## src/rtl/event_packet_transmitter.sv

```systemverilog
`default_nettype none
// ============================================================================
// Module   : event_packet_transmitter
// Purpose  : Samples 8 pad lines and sends one 8N1 UART byte (LSB first) on
//            any input change, on a periodic refresh, or on a forced request.
//            Optional macro EVENT_TX_DEBOUNCE_EN adds per-bit debouncing.
// Revision : 1.0 - initial release
// ============================================================================
module event_packet_transmitter #(
    parameter int CLKS_PER_BIT    = 10416,
    parameter int REFRESH_CYCLES  = 5000000,
    parameter int DEBOUNCE_CYCLES = 1000000
) (
    input  logic       clk,
    input  logic       rst,
    input  logic [7:0] pad_in,
    input  logic       force_send,
    output logic       TxD,
    output logic       busy,
    output logic       sent_pulse,
    output logic [7:0] last_sent
);

    localparam int TW = (CLKS_PER_BIT > 1) ? $clog2(CLKS_PER_BIT) : 1;
    localparam int RW = (REFRESH_CYCLES > 1) ? $clog2(REFRESH_CYCLES) : 1;
    localparam logic [TW-1:0] C_BIT_LAST = TW'(CLKS_PER_BIT - 1);
    localparam logic [RW-1:0] C_REF_LAST = RW'(REFRESH_CYCLES - 1);

    typedef enum logic [1:0] {
        S_IDLE  = 2'd0,
        S_START = 2'd1,
        S_DATA  = 2'd2,
        S_STOP  = 2'd3
    } state_t;

    generate
        if (CLKS_PER_BIT < 1 || REFRESH_CYCLES < 1 || DEBOUNCE_CYCLES < 1) begin : g_param_check
            $error("event_packet_transmitter: all cycle parameters must be >= 1");
        end
    endgenerate

    logic [7:0]    r_sync1;
    logic [7:0]    r_sync2;
    logic [7:0]    w_filt;

    state_t        r_state;
    state_t        w_state_nxt;
    logic [TW-1:0] r_timer;
    logic [TW-1:0] w_timer_nxt;
    logic [2:0]    r_idx;
    logic [2:0]    w_idx_nxt;
    logic [7:0]    r_shift;
    logic [7:0]    w_shift_nxt;
    logic [7:0]    r_last;
    logic [7:0]    w_last_nxt;
    logic [RW-1:0] r_ref;
    logic          r_pend;
    logic          r_txd;
    logic          w_txd_nxt;
    logic          r_busy;
    logic          w_busy_nxt;
    logic          w_start;
    logic          w_pulse;
    logic          w_bit_end;
    logic          w_trigger;

    always_ff @(posedge clk or posedge rst) begin
        if (rst) begin
            r_sync1 <= 8'h00;
            r_sync2 <= 8'h00;
        end else begin
            r_sync1 <= pad_in;
            r_sync2 <= r_sync1;
        end
    end

`ifdef EVENT_TX_DEBOUNCE_EN
    localparam int DW = (DEBOUNCE_CYCLES > 1) ? $clog2(DEBOUNCE_CYCLES) : 1;
    localparam logic [DW-1:0] C_DEB_LAST = DW'(DEBOUNCE_CYCLES - 1);

    generate
        for (genvar gi = 0; gi < 8; gi++) begin : g_deb
            logic [DW-1:0] r_cnt;
            logic          r_bit;
            // A bit only follows sync after DEBOUNCE_CYCLES consecutive disagreeing cycles.
            always_ff @(posedge clk or posedge rst) begin
                if (rst) begin
                    r_cnt <= '0;
                    r_bit <= 1'b0;
                end else if (r_sync2[gi] == r_bit) begin
                    r_cnt <= '0;
                end else if (r_cnt == C_DEB_LAST) begin
                    r_cnt <= '0;
                    r_bit <= r_sync2[gi];
                end else begin
                    r_cnt <= r_cnt + 1'b1;
                end
            end
            assign w_filt[gi] = r_bit;
        end
    endgenerate
`else
    assign w_filt = r_sync2;
`endif

    assign w_bit_end = (r_timer == C_BIT_LAST);
    assign w_trigger = (w_filt != r_last) || (r_ref == C_REF_LAST) || r_pend;

    always_comb begin
        w_state_nxt = r_state;
        w_timer_nxt = r_timer;
        w_idx_nxt   = r_idx;
        w_shift_nxt = r_shift;
        w_last_nxt  = r_last;
        w_busy_nxt  = r_busy;
        w_start     = 1'b0;
        w_pulse     = 1'b0;
        w_txd_nxt   = 1'b1;

        case (r_state)
            S_IDLE: begin
                w_timer_nxt = '0;
                w_idx_nxt   = 3'd0;
                if (w_trigger) begin
                    w_start     = 1'b1;
                    w_shift_nxt = w_filt;
                    w_last_nxt  = w_filt;
                    w_busy_nxt  = 1'b1;
                    w_state_nxt = S_START;
                end
            end
            S_START: begin
                if (w_bit_end) begin
                    w_timer_nxt = '0;
                    w_idx_nxt   = 3'd0;
                    w_state_nxt = S_DATA;
                end else begin
                    w_timer_nxt = r_timer + 1'b1;
                end
            end
            S_DATA: begin
                if (w_bit_end) begin
                    w_timer_nxt = '0;
                    if (r_idx == 3'd7) begin
                        w_state_nxt = S_STOP;
                    end else begin
                        w_idx_nxt = r_idx + 1'b1;
                    end
                end else begin
                    w_timer_nxt = r_timer + 1'b1;
                end
            end
            S_STOP: begin
                if (w_bit_end) begin
                    w_pulse     = 1'b1;
                    w_timer_nxt = '0;
                    w_busy_nxt  = 1'b0;
                    w_state_nxt = S_IDLE;
                end else begin
                    w_timer_nxt = r_timer + 1'b1;
                end
            end
            default: begin
                w_state_nxt = S_IDLE;
                w_busy_nxt  = 1'b0;
            end
        endcase

        // TxD is registered from the next state so the line never glitches.
        case (w_state_nxt)
            S_START: w_txd_nxt = 1'b0;
            S_DATA:  w_txd_nxt = w_shift_nxt[w_idx_nxt];
            default: w_txd_nxt = 1'b1;
        endcase
    end

    always_ff @(posedge clk or posedge rst) begin
        if (rst) begin
            r_state <= S_IDLE;
            r_timer <= '0;
            r_idx   <= 3'd0;
            r_shift <= 8'h00;
            r_last  <= 8'h00;
            r_busy  <= 1'b0;
            r_txd   <= 1'b1;
        end else begin
            r_state <= w_state_nxt;
            r_timer <= w_timer_nxt;
            r_idx   <= w_idx_nxt;
            r_shift <= w_shift_nxt;
            r_last  <= w_last_nxt;
            r_busy  <= w_busy_nxt;
            r_txd   <= w_txd_nxt;
        end
    end

    // A request that lands on the frame-start edge is kept for the next frame.
    always_ff @(posedge clk or posedge rst) begin
        if (rst) begin
            r_ref  <= '0;
            r_pend <= 1'b0;
        end else begin
            r_pend <= force_send | (r_pend & ~w_start);
            if (w_start) begin
                r_ref <= '0;
            end else if (r_ref != C_REF_LAST) begin
                r_ref <= r_ref + 1'b1;
            end
        end
    end

    assign TxD        = r_txd;
    assign busy       = r_busy;
    assign sent_pulse = w_pulse;
    assign last_sent  = r_last;

endmodule
`default_nettype wire
```

## config.mk

```make
export PLATFORM = sky130hd
export DESIGN_NAME = event_packet_transmitter
export DESIGN_NICKNAME = d
export VERILOG_FILES = /design/src/rtl/event_packet_transmitter.sv
export SDC_FILE = /design/constraint.sdc
export NUM_CORES = 1
export LEC_CHECK = 0
export CORE_ASPECT_RATIO = 1.25
export CORE_MARGIN = 2
export CORE_UTILIZATION = 55
export DETAILED_ROUTE_END_ITERATION = 8
export PLACE_DENSITY = 0.77
export SYNTH_ARGS = -nofsm -noshare
export SYNTH_HDL_FRONTEND = slang
export SYNTH_SLANG_ARGS = --single-unit
```

## constraint.sdc

```tcl
create_clock -name clk -period 3.7 [get_ports clk]
set_input_delay 0.925 -clock clk [delete_from_list [all_inputs] [get_ports clk]]
set_output_delay 0.925 -clock clk [all_outputs]
set_load 0.03 [all_outputs]
```

==> impl_metrics.ini <==
[worst_setup_path]
critPathKind = reg2out
r2r_cells = 9
crit_arrival_ps = 2520
crit_required_ps = 2770
crit_path_cell_trace = ha_1, and4_1, nand2_1, nor2_1, buf_4, and3_1, clkdlybuf4s50_1
r2r-start = r_ref[0]
end_kind = output pin
cp_slowest_cell = clkdlybuf4s50_1
cpPeakStageDelay_ps = 670
reg2reg_slack_ps = 890
path_max_fanout = 7
reg2reg_to = TxD
critPathLaunchType = flip-flop

[global_route]
antenna_found_initial = 0
grt_usage = 0.210
grt_pass1_wl_mm = 11.2
grt_max_degree = 33
gr-total-overflow = 0
grt_pass1_vias = 2485

[logic_synthesis]
ys_seq_area_frac = 0.547
avgSynthCellArea_um2 = 10.7
ys_ff_latch = 77
synth.cell_area_mm2 = 0.00353
syn_nets = 343
muxShareOfSynthArea = 0.0440
synth_edf_count = 0
synth_xor_area_frac = 0.0919
async_flop_share = 1.00
ys.flop_type = dfrtp_1
synthAdderAreaFrac = 0.0106
synth-compound-area-share = 0.0770
synth_simple_gate_area_frac = 0.209
yosysUniqueCellTypes = 48
yosys_warnings = 0
synth_cells = 329
synth_top_family_by_area = simple AND/OR/NAND/NOR gates

[power]
switchingPower_w = 0.000609
seqPwrFrac = 0.508
p_total_w = 0.00210
ir_worst_vdd_mv = 0.476
leakagePower_nw = 1.74
p_clk_frac = 0.304
p_int_w = 0.00149
power_density_mw_per_mm2 = 519
switching_share = 0.290
p_comb_frac = 0.188

[timing]
whs_ps = 351
fmax_mhz = 290
drv_slew = 0
fin_tns_setup_ps = 0
finalSetupViolations = 0
period_share = 0.931
skew_ps = 9.61
slew_headroom = 0.596
rsz0062_at_grt = no
hold_violations = 0
post-route-min-period_ps = 3440
tightest_slew_ps = 601

[finish]
final_cell_mix = 76 x dfrtp_1, 44 x nor2_1, 25 x nand2_1
nFillCells = 513
utilization = 0.652
layout-drive-gt1-share = 0.121
diodes = 0
final_common_cell = dfrtp_1
nNetsFinal = 372
multi_input_area_mm2 = 0.00152
regArea_mm2 = 0.00193
syn_to_final_growth_pct = 14.8

[run]
cap_violations = 0

[floorplan]
io_pins = 22
core_area_mm2 = 0.00621
die_y_um = 93.5
initial_core_util = 0.568
die-area_mm2 = 0.00707
fp.dieW_um = 75.6
rows = 32

[route]
drtAntennaViolNets = 0
routed_wl_mm = 6.32
drc = 0
via_per_inst = 5.47
vias = 2449
wl_per_cell_um = 14.1
first_iter_violations = 156
first_pass_iters = 4

[worst_hold_path]
hold_start = r_sync1[6]
hold_path.class = reg2reg
min_path_cells = 0
min_to = r_sync2[6]

[clocking]
cts.sinks = 77
clock_latency_ps = 350
cts_setup_buffers = 0
cts_root_buf = clkbuf_8
cts_max_level = 3
clockBufferDepth = 2
cts_tree = done
ctsResizeCount = 0
holdBufCountCts = 0
numCtsBuffers = 9
clk_pin_slew_ps = 80

[placement]
io_buffers = 21
place_congestion = 0.827
hpwl_mm = 4.44

[outcome]
status = finished, final reports clean
cell usage after synthesis, drive strengths merged, types with 7 or more instances:
| master | number | area (um^2) |
|---|---|---|
| dfrtp | 76 | 1900 |
| nor2 | 44 | 165 |
| nand2 | 25 | 93.8 |
| nand3 | 19 | 95.1 |
| xor2 | 19 | 166 |
| xnor2 | 18 | 158 |
| mux2 | 12 | 135 |
| inv | 11 | 41.3 |
| nand4 | 10 | 62.6 |
| o21ai | 10 | 50.1 |
| a21oi | 8 | 51.3 |
| and3 | 7 | 43.8 |
| or3 | 7 | 43.8 |
power groups by stage:
stage / combinational [W] / clock, W / sequential [W]
CTS: 0.000400 / 0.000657 / 0.00107
detailed placement: 0.000398 / 0 / 0.00108
finish: 0.000395 / 0.000638 / 0.00107
global route: 0.000441 / 0.000696 / 0.00108
global placement: 0.000387 / 0 / 0.00108
floorplan: 0.000230 / 0 / 0.00111
area by class of cell:
type,count,share of cell area
Clock buffer,11,0.0349
Inverter,11,0.0102
Sequential cell,77,0.476
Clock inverter,5,0.0148
Timing Repair Buffer,26,0.0612
Multi-Input combinational cell,233,0.376
Tap cell,85,0.0263
worst max-delay path by stage:
stage | from | endpoint
final | r_timer[0] | sent_pulse
after global routing | r_timer[0] | sent_pulse
after CTS | r_timer[0] | sent_pulse
after detailed placement | r_timer[0] | sent_pulse
after global placement | r_timer[0] | sent_pulse
after floorplan | rst | busy
state kept, by name, indices dropped and copies added, names as in the netlist, 2 cells and up:
signal     count
last_sent      8
r_idx          3
r_ref         23
r_shift        8
r_state        2
r_sync1        8
r_sync2        8
r_timer       14
per-stage QoR:
stage               setup slack (ps)  cell area, um^2  instances
floorplan                        810             3530        329
global placement                 691             3850        432
detailed placement               621             3850        432
CTS                              232             4050        448
global route                    60.1             4050        448
finish                           256             4050        448
cell families after synthesis:
group | count (synthesis)
flip-flops | 77
buffers and inverters | 19
AND/OR/NAND/NOR | 141
XOR/XNOR | 37
AO/OA/AOI/OAI | 38
multiplexers | 14
adder cells (fa/ha/maj) | 3
layer usage:
layer | global-route usage | wire length [um] | vias up
met5 | 0 | 0 | -
met4 | 0.0775 | 122 | 0
met3 | 0.0614 | 236 | 12
met2 | 0.313 | 2980 | 47
met1 | 0.290 | 2980 | 1180
li1 | - | - | 1210
worst max-delay path, delay by kind of cell, from the launching register on:
family / cells / cell delay [ps]
buffers and inverters: 2 / 820
and+or+nand+nor: 4 / 760
DFF: 1 / 390
adders and majority gates: 1 / 220
No activity file was read; power rests on OpenSTA's default activity.
